===== config.mk =====
export PLATFORM = sky130hd
export DESIGN_NAME = instr_issuer
export DESIGN_NICKNAME = d
export VERILOG_FILES = /design/src/rtl/instr_pkg.sv /design/src/rtl/instr_fifo.sv /design/src/rtl/instr_issuer.sv
export SDC_FILE = /design/constraint.sdc
export NUM_CORES = 1
export LEC_CHECK = 0
export CORE_MARGIN = 2
export CORE_UTILIZATION = 54
export DETAILED_ROUTE_END_ITERATION = 10
export GPL_ROUTABILITY_DRIVEN = 0
export HOLD_SLACK_MARGIN = 0.15
export MAX_ROUTING_LAYER = met4
export PLACE_DENSITY = 0.84
export REMOVE_ABC_BUFFERS = 1
export SETUP_SLACK_MARGIN = 0.15
export SKIP_CTS_REPAIR_TIMING = 1
export SYNTH_ARGS = -nofsm -noshare
export SYNTH_HDL_FRONTEND = slang
export SYNTH_SLANG_ARGS = --single-unit

===== constraint.sdc =====
create_clock -name clk -period 3.1 [get_ports clk]
set_clock_uncertainty 0.1 [all_clocks]
set_input_delay 0.465 -clock clk [delete_from_list [all_inputs] [get_ports clk]]
set_output_delay 0.465 -clock clk [all_outputs]
set_load 0.01 [all_outputs]

===== src/rtl/instr_pkg.sv =====
// Shared definitions for the instruction issuer: format codes, field
// positions inside the 16-bit instruction word, issuer FSM states and the
// field encoder.
package instr_pkg;

    localparam int INSTR_W = 16;

    localparam logic [1:0] FMT_R   = 2'b00;
    localparam logic [1:0] FMT_I   = 2'b01;
    localparam logic [1:0] FMT_J   = 2'b10;
    localparam logic [1:0] FMT_ILL = 2'b11;

    // Least significant bit of each field in the instruction word
    localparam int FMT_LSB = 0;   // [1:0]
    localparam int ALU_LSB = 2;   // [4:2]
    localparam int IMM_LSB = 5;   // [12:5], I format only
    localparam int RS_LSB  = 10;  // [12:10], R/J formats
    localparam int RD_LSB  = 13;  // [15:13]

    typedef enum logic [1:0] {
        ST_IDLE  = 2'd0,
        ST_ISSUE = 2'd1,
        ST_DRAIN = 2'd2,
        ST_TAIL  = 2'd3
    } issue_state_t;

    // Pack host fields into an instruction word. R/J words keep [9:5] zero;
    // I words carry the immediate in [12:5] and never look at rs.
    function automatic logic [INSTR_W-1:0] encode_instr(
        input logic [1:0] fmt,
        input logic [2:0] alu,
        input logic [2:0] rd,
        input logic [2:0] rs,
        input logic [7:0] imm
    );
        logic [INSTR_W-1:0] w;
        w = '0;
        w[FMT_LSB +: 2] = fmt;
        w[ALU_LSB +: 3] = alu;
        w[RD_LSB  +: 3] = rd;
        if (fmt == FMT_I) begin
            w[IMM_LSB +: 8] = imm;
        end else if ((fmt == FMT_R) || (fmt == FMT_J)) begin
            w[RS_LSB +: 3] = rs;
        end
        return w;
    endfunction

endpackage


===== src/rtl/instr_fifo.sv =====
// Circular-buffer synchronous FIFO with wrap-around pointers. Read data is
// the current head entry; push and pop may happen in the same cycle.
module instr_fifo #(
    parameter int WIDTH = 16,
    parameter int DEPTH = 4,
    localparam int AW = $clog2(DEPTH),
    localparam int CW = AW + 1
) (
    input  logic             clk,
    input  logic             reset,
    input  logic             i_push,
    input  logic [WIDTH-1:0] i_wdata,
    input  logic             i_pop,
    output logic [WIDTH-1:0] o_rdata,
    output logic             o_full,
    output logic             o_empty,
    output logic [CW-1:0]    o_count
);

    logic [WIDTH-1:0] r_mem [DEPTH];
    logic [AW-1:0]    r_wr_ptr;
    logic [AW-1:0]    r_rd_ptr;
    logic [CW-1:0]    r_count;
    logic             w_do_push;
    logic             w_do_pop;

    assign o_full    = (r_count == CW'(DEPTH));
    assign o_empty   = (r_count == '0);
    assign o_count   = r_count;
    assign o_rdata   = r_mem[r_rd_ptr];
    assign w_do_push = i_push && !o_full;
    assign w_do_pop  = i_pop && !o_empty;

    // Storage array: data only, no reset needed
    always_ff @(posedge clk) begin
        if (w_do_push) begin
            r_mem[r_wr_ptr] <= i_wdata;
        end
    end

    // Pointers and occupancy; pointers wrap naturally since DEPTH is 2^AW
    always_ff @(posedge clk or posedge reset) begin
        if (reset) begin
            r_wr_ptr <= '0;
            r_rd_ptr <= '0;
            r_count  <= '0;
        end else begin
            if (w_do_push) begin
                r_wr_ptr <= r_wr_ptr + 1'b1;
            end
            if (w_do_pop) begin
                r_rd_ptr <= r_rd_ptr + 1'b1;
            end
            unique case ({w_do_push, w_do_pop})
                2'b10:   r_count <= r_count + 1'b1;
                2'b01:   r_count <= r_count - 1'b1;
                default: r_count <= r_count;
            endcase
        end
    end

endmodule


===== src/rtl/instr_issuer.sv =====
// Host front end for the control unit: encodes host commands, buffers the
// words and presents them one at a time, holding each until done1/done2.
module instr_issuer
    import instr_pkg::*;
#(
    parameter int DEPTH       = 4,
    parameter int TAIL_CYCLES = 1
) (
    input  logic                     clk,
    input  logic                     reset,
    input  logic                     cmd_valid,
    output logic                     cmd_ready,
    input  logic [1:0]               cmd_fmt,
    input  logic [2:0]               cmd_alu,
    input  logic [2:0]               cmd_rd,
    input  logic [2:0]               cmd_rs,
    input  logic [7:0]               cmd_imm,
    output logic                     run,
    output logic [INSTR_W-1:0]       instruction,
    input  logic                     done1,
    input  logic                     done2,
    output logic                     busy,
    output logic [$clog2(DEPTH):0]   fifo_count,
    output logic [15:0]              issued_count,
    output logic                     err_fmt
);

    localparam logic [1:0] TAIL_LAST = 2'(TAIL_CYCLES - 1);

    issue_state_t       r_state;
    logic [1:0]         r_tail_cnt;
    logic               r_run;
    logic               r_busy;
    logic [INSTR_W-1:0] r_instr;
    logic [15:0]        r_issued;
    logic               r_err_fmt;

    logic [INSTR_W-1:0] w_enc;
    logic [INSTR_W-1:0] w_head;
    logic               w_full;
    logic               w_empty;
    logic               w_accept;
    logic               w_push;
    logic               w_tail_end;
    logic               w_pop;

    // cmd_ready depends only on registered occupancy, never on this cycle's pop
    assign cmd_ready  = !w_full;
    assign w_accept   = cmd_valid && cmd_ready;
    assign w_push     = w_accept && (cmd_fmt != FMT_ILL);
    assign w_enc      = encode_instr(cmd_fmt, cmd_alu, cmd_rd, cmd_rs, cmd_imm);
    assign w_tail_end = (r_state == ST_TAIL) && (r_tail_cnt == TAIL_LAST);
    assign w_pop      = !w_empty && ((r_state == ST_IDLE) || w_tail_end);

    instr_fifo #(
        .WIDTH (INSTR_W),
        .DEPTH (DEPTH)
    ) u_fifo (
        .clk     (clk),
        .reset   (reset),
        .i_push  (w_push),
        .i_wdata (w_enc),
        .i_pop   (w_pop),
        .o_rdata (w_head),
        .o_full  (w_full),
        .o_empty (w_empty),
        .o_count (fifo_count)
    );

    // Issue FSM: loads the head word on issue and tracks the done1/done2 handshake
    always_ff @(posedge clk or posedge reset) begin
        if (reset) begin
            r_state    <= ST_IDLE;
            r_tail_cnt <= '0;
            r_run      <= 1'b0;
            r_busy     <= 1'b0;
            r_instr    <= '0;
            r_issued   <= '0;
        end else begin
            unique case (r_state)
                ST_IDLE: begin
                    if (w_pop) begin
                        r_state <= ST_ISSUE;
                        r_run   <= 1'b1;
                        r_busy  <= 1'b1;
                        r_instr <= w_head;
                    end
                end
                ST_ISSUE: begin
                    // done1 wins if done2 arrives in the same cycle
                    if (done1) begin
                        r_state <= ST_DRAIN;
                    end
                end
                ST_DRAIN: begin
                    if (done2) begin
                        r_state    <= ST_TAIL;
                        r_tail_cnt <= '0;
                        r_issued   <= r_issued + 1'b1;
                    end
                end
                ST_TAIL: begin
                    if (w_tail_end) begin
                        if (w_pop) begin
                            r_state <= ST_ISSUE;
                            r_instr <= w_head;
                        end else begin
                            r_state <= ST_IDLE;
                            r_run   <= 1'b0;
                            r_busy  <= 1'b0;
                        end
                    end else begin
                        r_tail_cnt <= r_tail_cnt + 1'b1;
                    end
                end
                default: r_state <= ST_IDLE;
            endcase
        end
    end

    // One-cycle pulse after an illegal-format command is swallowed
    always_ff @(posedge clk or posedge reset) begin
        if (reset) begin
            r_err_fmt <= 1'b0;
        end else begin
            r_err_fmt <= w_accept && (cmd_fmt == FMT_ILL);
        end
    end

    assign run          = r_run;
    assign busy         = r_busy;
    assign instruction  = r_instr;
    assign issued_count = r_issued;
    assign err_fmt      = r_err_fmt;

endmodule


==> impl_metrics.yaml, run 1 <==
outcome:
  outcome: "finished, final reports clean"
clocking:
  clk-insertion-delay-late_ns: 0.37
  tritoncts: "done"
  cts.htree.levels: 3
  clk_tree_root_cell: "clkbuf_8"
  cts-buffers-inserted: 9
  clk_slew_on_worst_s_h_paths_ns: 0.10
  clock_tree.buffer_depth: 2
  tritoncts_num_sinks: 109
worst_setup_path:
  worst-endpoint-required_ns: 3.29
  critical_path_startpoint_category: "flop"
  crit_fanout: 8
  crit-reg2reg-launch: "r_tail_cnt[0]"
  slowest_stage: "dfrtp_1"
  crit_start: "r_tail_cnt[0]"
  cp_data_arrival_time_ns: 2.63
  timing.critical_path.cells: "inv_1 -> ha_1 -> a21oi_1 -> nor2_1 -> ha_1 -> inv_1 -> fa_1 -> xor2_1 -> nor2_1 -> xor2_1"
  crit_type: "reg2reg"
  max_stage_delay_ns: 0.42
  cp-end-kind: "flop"
routing:
  violation_count_after_the_first_detailed_routing_iteration: 123
  detailed_route_wl_mm: 7.99
  dr.pass1.iters: 4
  post-route-drc-count: 0
  drt-wirelength-per-cell_um: 17.6
  vias_per_cell: 5.42
  drt.antenna.violating_nets: 0
  vias: 2464
yosys:
  synth_common_cells: "edfxtp_1, dfrtp_1, inv_1"
  synth_top_area_share_pct: 42.0
  synth_area_per_cell_um2: 16.8
  largest_area_contributor_in_the_synthesized_netlist: "edfxtp_1"
  post_synth_instance_area_mm2: 0.00458
  synth_sequential_area_ratio_pct: 66.5
  yosysMostFrequentCell: "edfxtp_1"
  post_synth_num_cell_types: 39
  synth_edf_count: 64
  yosys_warnings: 0
  syn-instance-count: 273
  synth.top_cells.by_area: "edfxtp_1, dfrtp_1, mux4_1, mux4_2, ha_1"
  synth_flop_cell: "edfxtp_1"
  number_of_flip_flops_and_latches_in_the_synthesized_netlist: 109
  synthArstFlopShare_pct: 41.3
die:
  design.die.area_mm2: 0.00924
  vertical_extent_of_the_die_um: 96.1
  floorplan.initialDensity_pct: 55.7
  ios: 63
  die_x_um: 96.1
  fp.coreArea_mm2: 0.00822
  fp-row-count: 33
sta:
  final_hold_viol_count: 0
  final_max_slew_viol_count: 0
  final.hold.worst_slack_ns: 0.376
  tightestPinTransition_ns: 0.955
  min_period_over_period_pct: 78.7
  highest_clock_rate_mhz: 410
  final_period_minus_worst_setup_slack_ns: 2.44
  worst_slew_margin_rel_pct: 36.3
  rsz0062_at_grt: "no"
  setup_viol: 0
  setup_tns_ns: 0
grt:
  grt_antenna_before_repair: 0
  gr_ovfl_total: 0
  grt_max_degree: 46
  via_count_of_the_first_global_routing_pass: 2613
  grt_pass1_wl_mm: 12.9
  grt_use_total_pct: 19.8
layout:
  antennaDiodeCount: 0
  fin_area_mm2: 0.00553
  final_cells: 455
  finish.net_count: 382
  synth_to_final_area_change_pct: 20.8
  num-fill-cells: 548
  ratio_of_cells_with_drive_above_1_in_the_final_layout_pct: 14.9
placed_design:
  place_hpwl_mm: 5.28
  dp.cells: 439
  post_dp_cell_area_mm2: 0.00531
  port-buffer-count: 62
power:
  cellLeakagePower_nw: 2.17
  power.density_mw_per_mm2: 892
  peakVddDrop_mv: 0.615
job:
  max-cap-violations: 0
worst_hold_path:
  worstHoldPathType: "reg2reg"
  hp-start: "issued_count[15]"
[stage by stage]
stage | setup slack [ns] | utilization (%) | power, mW
6_report | 0.661 | 67.3 | 4.93
5_1_grt | 0.431 | 67.3 | 5.21
4_1_cts | 0.646 | 67.3 | 4.98
3_5_place_dp | 0.625 | 64.7 | 4.03
3_3_place_gp | 0.701 | 64.7 | 3.96
2_1_floorplan | 0.835 | - | 3.32
[metal layers]
metal | GRT usage (%) | vias up | part of all wire (%)
met3 | 3.13 | 7 | 2.7
met2 | 32.8 | 55 | 53
met5 | - | - | 0
li1 | - | 1149 | -
met4 | 6.79 | 0 | 1.0
met1 | 25.2 | 1253 | 43
[registers in the layout (all words and copies together) (netlist names)]
register         cells
busy                 1
err_fmt              1
instruction         16
issued_count        16
r_state              2
r_tail_cnt           2
u_fifo.o_count       3
u_fifo.r_mem        64
u_fifo.r_rd_ptr      2
u_fifo.r_wr_ptr      2
[cell families (layout without fill, tap and decap cells)]
group                    count (synthesis)  count (layout)  synth area share, %
multiplexers                            37              37                 14.4
XOR/XNOR                                21              21                 4.02
adder cells (fa/ha/maj)                 13              13                 3.71
buffers and inverters                   23             100                 2.70
flip-flops                             109             109                 66.5
AO/OA/AOI/OAI                           16              16                 2.21
AND/OR/NAND/NOR                         54              54                 6.36
[power by group]
part	switching, mW	leakage, nW	internal [mW]
clock network	0.477	0.110	0.459
logic	0.758	0.908	1.06
registers	0.277	1.15	1.90
[cell usage in the layout (no fill, tap or decap), types with 2 or more instances in the layout]
cell type / count
edfxtp_1: 64
clkdlybuf4s50_1: 62
dfrtp_1: 45
inv_1: 15
nand2_1: 13
xnor2_1: 13
ha_1: 12
mux2_4: 10
mux2_2: 9
and2_1: 9
clkbuf_8: 9
xor2_1: 8
mux4_2: 8
mux4_1: 8
nor2_1: 7
nand3_1: 7
buf_4: 6
a21oi_1: 5
o21ai_0: 5
nand4_1: 4
nor3_1: 3
nor2b_1: 3
inv_6: 3
mux2i_1: 2
a22o_1: 2
bufinv_16: 2
clkinv_1: 2
[area by class of cell]
| type | count | area, um2 | area share, % |
|---|---|---|---|
| Sequential cell | 109 | 3050 | 55.1 |
| Multi-Input combinational cell | 141 | 1410 | 25.5 |
| Timing Repair Buffer | 68 | 666 | 12.0 |
| Tap cell | 105 | 131 | 2.38 |
| Clock buffer | 9 | 124 | 2.24 |
| Clock inverter | 7 | 93.8 | 1.70 |
| Inverter | 16 | 60.1 | 1.09 |
[path summary, 6_finish.rpt]
| path | slack [ns] | depth (start not counted) | endpoint |
|---|---|---|---|
| max reg2reg | 0.66 | 10 | u_fifo.o_count[2] |
| min reg2reg | 0.38 | 1 | issued_count[15] |
| max in group asynchronous | 1.78 | 2 | instruction[8] |
| min in group asynchronous | 0.50 | 2 | issued_count[3] |
| min | 0.38 | 1 | issued_count[15] |
| max | 0.66 | 10 | u_fifo.o_count[2] |
[worst max-delay path, delay by kind of cell (launching register included)]
family                   cells  cell delay [ns]
buffers and inverters        2             0.13
adder cells (fa/ha/maj)      3             0.90
flip-flops                   1             0.42
AO/OA/AOI/OAI                1             0.11
AND/OR/NAND/NOR              2             0.40
XOR/XNOR                     2             0.30
Power figures use the tool's default switching activity.
==> run 2, diff against run 1 <==
--- a/config.mk
+++ b/config.mk
@@ -6,12 +6,12 @@
 export NUM_CORES = 1
 export LEC_CHECK = 0
 export CORE_MARGIN = 2
-export CORE_UTILIZATION = 54
+export CORE_UTILIZATION = 49
 export DETAILED_ROUTE_END_ITERATION = 10
 export GPL_ROUTABILITY_DRIVEN = 0
 export HOLD_SLACK_MARGIN = 0.15
 export MAX_ROUTING_LAYER = met4
-export PLACE_DENSITY = 0.84
+export PLACE_DENSITY = 0.8
 export REMOVE_ABC_BUFFERS = 1
 export SETUP_SLACK_MARGIN = 0.15
 export SKIP_CTS_REPAIR_TIMING = 1
==> constraint.sdc (replaced) <==
create_clock -name clk -period 2 [get_ports clk]
set_clock_uncertainty 0.1 [all_clocks]
set_input_delay 0.3 -clock clk [delete_from_list [all_inputs] [get_ports clk]]
set_output_delay 0.3 -clock clk [all_outputs]
set_load 0.01 [all_outputs]
==> impl_metrics.yaml, run 2 (synthesized netlist as in run 1, its figures left out) <==
sta:
  final_hold_viol_count: 0
  tightestPinTransition_ns: 0.393
  min_period_over_period_pct: 106
  finalWorstSetupSlack_ns: -0.118
  worst_slew_margin_rel_pct: 73.5
  final_max_slew_viol_count: 0
  final_period_minus_worst_setup_slack_ns: 2.12
  setup_viol: 1
  setup_tns_ns: -0.118
  rsz0062_at_grt: "yes"
  highest_clock_rate_mhz: 472
power:
  totalPowerFinal_mw: 8.13
  power.density_mw_per_mm2: 1350
  cellLeakagePower_nw: 2.44
  peakVddDrop_mv: 1.19
worst_setup_path:
  crit_fanout: 2
  cp_data_arrival_time_ns: 2.32
  crit_type: "reg2reg"
  cp-end-kind: "flop"
  reg2regPathDepth: 10
  critical_path_startpoint_category: "flop"
  worst-endpoint-required_ns: 2.20
  r2r_setup_slack_ns: -0.12
layout:
  most-common-layout-cells: "edfxtp_1, clkdlybuf4s50_1, dfrtp_1"
  ratio_of_cells_with_drive_above_1_in_the_final_layout_pct: 30.8
  synth_to_final_area_change_pct: 31.8
  final-seq-area_mm2: 0.00305
  most_flops_register: "u_fifo.r_mem"
  multiInputGateArea_mm2: 0.00151
  fin_area_mm2: 0.00604
  num-fill-cells: 652
  finish.net_count: 422
  layout_commonest_cell: "edfxtp_1"
  antennaDiodeCount: 0
  largest_register_ffs: 64
clocking:
  clock_tree.buffer_depth: 2
  clk-insertion-delay-late_ns: 0.37
  cts.htree.levels: 3
  clk_tree_root_cell: "clkbuf_8"
  cts-buffers-inserted: 9
  tritoncts_num_sinks: 109
  tritoncts: "done"
  clk_slew_on_worst_s_h_paths_ns: 0.10
outcome:
  violations: "negative setup slack"
  outcome: "complete, but fails checks"
placed_design:
  post-place-ws_ns: -0.193
  place_hpwl_mm: 5.55
  port-buffer-count: 62
  post_dp_cell_area_mm2: 0.00564
routing:
  drt-wirelength-per-cell_um: 16.8
  dr.pass1.iters: 4
  violation_count_after_the_first_detailed_routing_iteration: 82
  detailed_route_wl_mm: 8.44
  vias: 2597
  drt.antenna.violating_nets: 0
  vias_per_cell: 5.18
  post-route-drc-count: 0
die:
  vertical_extent_of_the_die_um: 101
  design.die.area_mm2: 0.0101
  fp-row-count: 35
  die_x_um: 101
  ios: 63
  fp.coreArea_mm2: 0.00915
  floorplan.initialDensity_pct: 50.0
grt:
  via_count_of_the_first_global_routing_pass: 2663
  grt_max_degree: 46
  grt_pass1_wl_mm: 13.0
  grt_antenna_before_repair: 0
  gr_ovfl_total: 0
  grt_use_total_pct: 17.8
job:
  max-cap-violations: 0
worst_hold_path:
  worstHoldPathType: "in2async"
-- run 2: final timing paths --
path	startpoint	to
hold / removal	reset	issued_count[3]
min in group clk	issued_count[15]	issued_count[15]
max in group asynchronous	reset	instruction[10]
hold reg to reg	issued_count[15]	issued_count[15]
setup / recovery	u_fifo.o_count[0]	u_fifo.o_count[2]
setup reg to reg	u_fifo.o_count[0]	u_fifo.o_count[2]
-- run 2: layer usage --
metal  wire [um]  vias up  share of wire [%]  GRT usage, %
met5           0        -                  0             -
met2        4400       46                 52          28.9
met1        3670     1315                 43          22.5
met3         226        9                2.7          3.33
li1            -     1227                  -             -
met4         140        0                1.7          6.74
-- run 2: worst max-delay path, cell delays in order (launching register included) --
cell,delay (ns)
dfrtp_1,0.39
or3b_4,0.40
nand2_2,0.08
a21oi_2,0.04
inv_1,0.06
ha_2,0.18
inv_2,0.04
fa_2,0.32
xor2_1,0.15
nor2_1,0.13
xor2_1,0.16
-- run 2: final cells by class --
class	count	share of cell area, %
Sequential cell	109	50.5
Multi-Input combinational cell	141	25.1
Timing Repair Buffer	108	18.2
Tap cell	111	2.30
Clock buffer	10	2.11
Inverter	16	0.994
Clock inverter	6	0.787
-- run 2: power breakdown --
part           switching [mW]  internal [mW]  total, mW
Clock                   0.752          0.470       1.22
Combinational            1.46           2.20       3.65
Sequential              0.300           2.95       3.25
-- run 2: per-stage QoR --
stage,cells,utilization (%),hold slack (ns)
after detailed placement,477,61.6,0.375
after CTS,493,63.5,0.188
final,501,66.0,0.173
after global routing,501,66.0,0.186
after floorplan,266,-,0.299
after global placement,477,61.6,0.362
==> run 3, diff against run 2 <==
--- a/config.mk
+++ b/config.mk
@@ -6,12 +6,13 @@
 export NUM_CORES = 1
 export LEC_CHECK = 0
 export CORE_MARGIN = 2
-export CORE_UTILIZATION = 49
+export CORE_UTILIZATION = 40
 export DETAILED_ROUTE_END_ITERATION = 10
 export GPL_ROUTABILITY_DRIVEN = 0
+export GPL_TIMING_DRIVEN = 0
 export HOLD_SLACK_MARGIN = 0.15
 export MAX_ROUTING_LAYER = met4
-export PLACE_DENSITY = 0.8
+export PLACE_DENSITY = 0.69
 export REMOVE_ABC_BUFFERS = 1
 export SETUP_SLACK_MARGIN = 0.15
 export SKIP_CTS_REPAIR_TIMING = 1
==> impl_metrics.yaml, run 3 (synthesized netlist as in run 1, its figures left out) <==
sta:
  final_period_minus_worst_setup_slack_ns: 2.19
  final_hold_viol_count: 0
  setup_tns_ns: -0.545
  min_period_over_period_pct: 110
  highest_clock_rate_mhz: 456
  worst_slew_margin_rel_pct: 45.6
  final_max_slew_viol_count: 0
  rsz0062_at_grt: "yes"
  finalWorstSetupSlack_ns: -0.194
  setup_viol: 10
  tightestPinTransition_ns: 0.816
outcome:
  outcome: "complete, but fails checks"
  violations: "negative setup slack"
clocking:
  clk_tree_root_cell: "clkbuf_16"
  clock_tree.buffer_depth: 2
  tritoncts_num_sinks: 109
  tritoncts: "done"
  clk_slew_on_worst_s_h_paths_ns: 0.07
  clk-insertion-delay-late_ns: 0.34
  cts.htree.levels: 3
  cts-buffers-inserted: 9
worst_setup_path:
  cp_data_arrival_time_ns: 2.37
  r2r-end: "u_fifo.o_count[2]"
  r2r_setup_slack_ns: -0.19
  crit_start: "r_state[1]"
  crit_fanout: 5
  crit_end: "u_fifo.o_count[2]"
  cp-end-kind: "flop"
  critical_path_startpoint_category: "flop"
  worst-endpoint-required_ns: 2.17
  crit_type: "reg2reg"
  crit-reg2reg-launch: "r_state[1]"
  reg2regPathDepth: 10
layout:
  most-common-layout-cells: "edfxtp_1, clkdlybuf4s50_1, dfrtp_1"
  largest_register_ffs: 64
  synth_to_final_area_change_pct: 27.6
  finish.net_count: 388
  final_util_pct: 51.9
  ratio_of_cells_with_drive_above_1_in_the_final_layout_pct: 23.6
  num-fill-cells: 915
  multiInputGateArea_mm2: 0.00151
  antennaDiodeCount: 0
  final-seq-area_mm2: 0.00306
  final_cells: 499
  layout_commonest_cell: "edfxtp_1"
  most_flops_register: "u_fifo.r_mem"
placed_design:
  place_hpwl_mm: 5.24
  dp.cells: 472
  port-buffer-count: 62
die:
  floorplan.initialDensity_pct: 40.6
  vertical_extent_of_the_die_um: 111
  fp-row-count: 39
  fp.coreArea_mm2: 0.0113
  die_x_um: 111
  ios: 63
  design.die.area_mm2: 0.0123
routing:
  vias: 2478
  drt.antenna.violating_nets: 0
  dr.pass1.iters: 4
  vias_per_cell: 4.97
  post-route-drc-count: 0
  violation_count_after_the_first_detailed_routing_iteration: 142
  drt-wirelength-per-cell_um: 16.8
  detailed_route_wl_mm: 8.37
grt:
  gr_ovfl_total: 0
  grt_use_total_pct: 14.6
  grt_antenna_before_repair: 0
  grt_max_degree: 28
  via_count_of_the_first_global_routing_pass: 2527
  grt_pass1_wl_mm: 13.2
power:
  switching_share_pct: 30.0
  peakVddDrop_mv: 0.804
  combPwrFrac_pct: 37.2
  power.density_mw_per_mm2: 1430
  cellLeakagePower_nw: 2.27
  clock_power_share_pct: 21.5
  internal-power_mw: 5.83
  p_sw_mw: 2.50
  seq_power_share_pct: 41.2
  totalPowerFinal_mw: 8.33
job:
  max-cap-violations: 0
worst_hold_path:
  worstHoldPathType: "in2async"
-- run 3: changes by cell type in the layout (fill, tap and decap cells not counted), moves of 3 or more --
cell	change
clkbuf_16	+8
clkbuf_8	-9
buf_6	-10
buf_12	-4
buf_4	-20
and2_2	+4
clkinvlp_4	+3
and2_4	-4
-- run 3: final cells by class --
class / instances / share of cell area [%]
flip-flops and latches: 109 / 52.3
multi-input cells: 141 / 25.8
repair buffers: 74 / 12.6
clock buffers: 10 / 3.92
well taps: 143 / 3.06
clock inverters: 6 / 1.24
inverters: 16 / 1.03
-- run 3: worst min-delay path by stage --
stage | cells past startpoint | to | slack, ns
finish | 2 | issued_count[7] | 0.17
global route | 2 | issued_count[7] | 0.20
CTS | 2 | issued_count[6] | 0.19
detailed placement | 1 | issued_count[15] | 0.37
global placement | 1 | issued_count[15] | 0.36
floorplan | 0 | u_fifo.r_mem[0][0] | 0.30
-- run 3: worst max-delay path: stages, from the launching register on --
cell	delay [ns]
dfrtp_2	0.43
inv_1	0.11
ha_2	0.22
a21oi_1	0.06
nor2_2	0.24
ha_4	0.19
inv_2	0.04
fa_2	0.32
xor2_1	0.15
nor2_1	0.12
xor2_1	0.15
-- run 3: power groups by stage --
| stage | combinational [mW] | clock (mW) | sequential (mW) |
|---|---|---|---|
| global route | 3.39 | 1.92 | 3.53 |
| global placement | 2.67 | 0 | 3.45 |
| detailed placement | 2.75 | 0 | 3.49 |
| floorplan | 1.68 | 0 | 3.47 |
| CTS | 2.77 | 1.83 | 3.45 |
| finish | 3.10 | 1.80 | 3.44 |
-- run 3: metrics by stage --
step / setup WS, ns / cell area (um2) / hold slack [ns]
after CTS: -0.421 / 5640 / 0.185
after global routing: -0.353 / 5850 / 0.204
after detailed placement: -0.677 / 5340 / 0.369
final: -0.194 / 5850 / 0.171
after global placement: -0.573 / 5320 / 0.360
after floorplan: -0.265 / 4520 / 0.299
-- run 3: per-layer routing --
metal	vias to the layer above	track usage (%)	share of wire, %
li1	1162	-	-
met1	1258	17.3	42
met2	47	24.6	53
met3	11	3.17	3.1
met4	0	5.51	1.6
met5	-	-	0
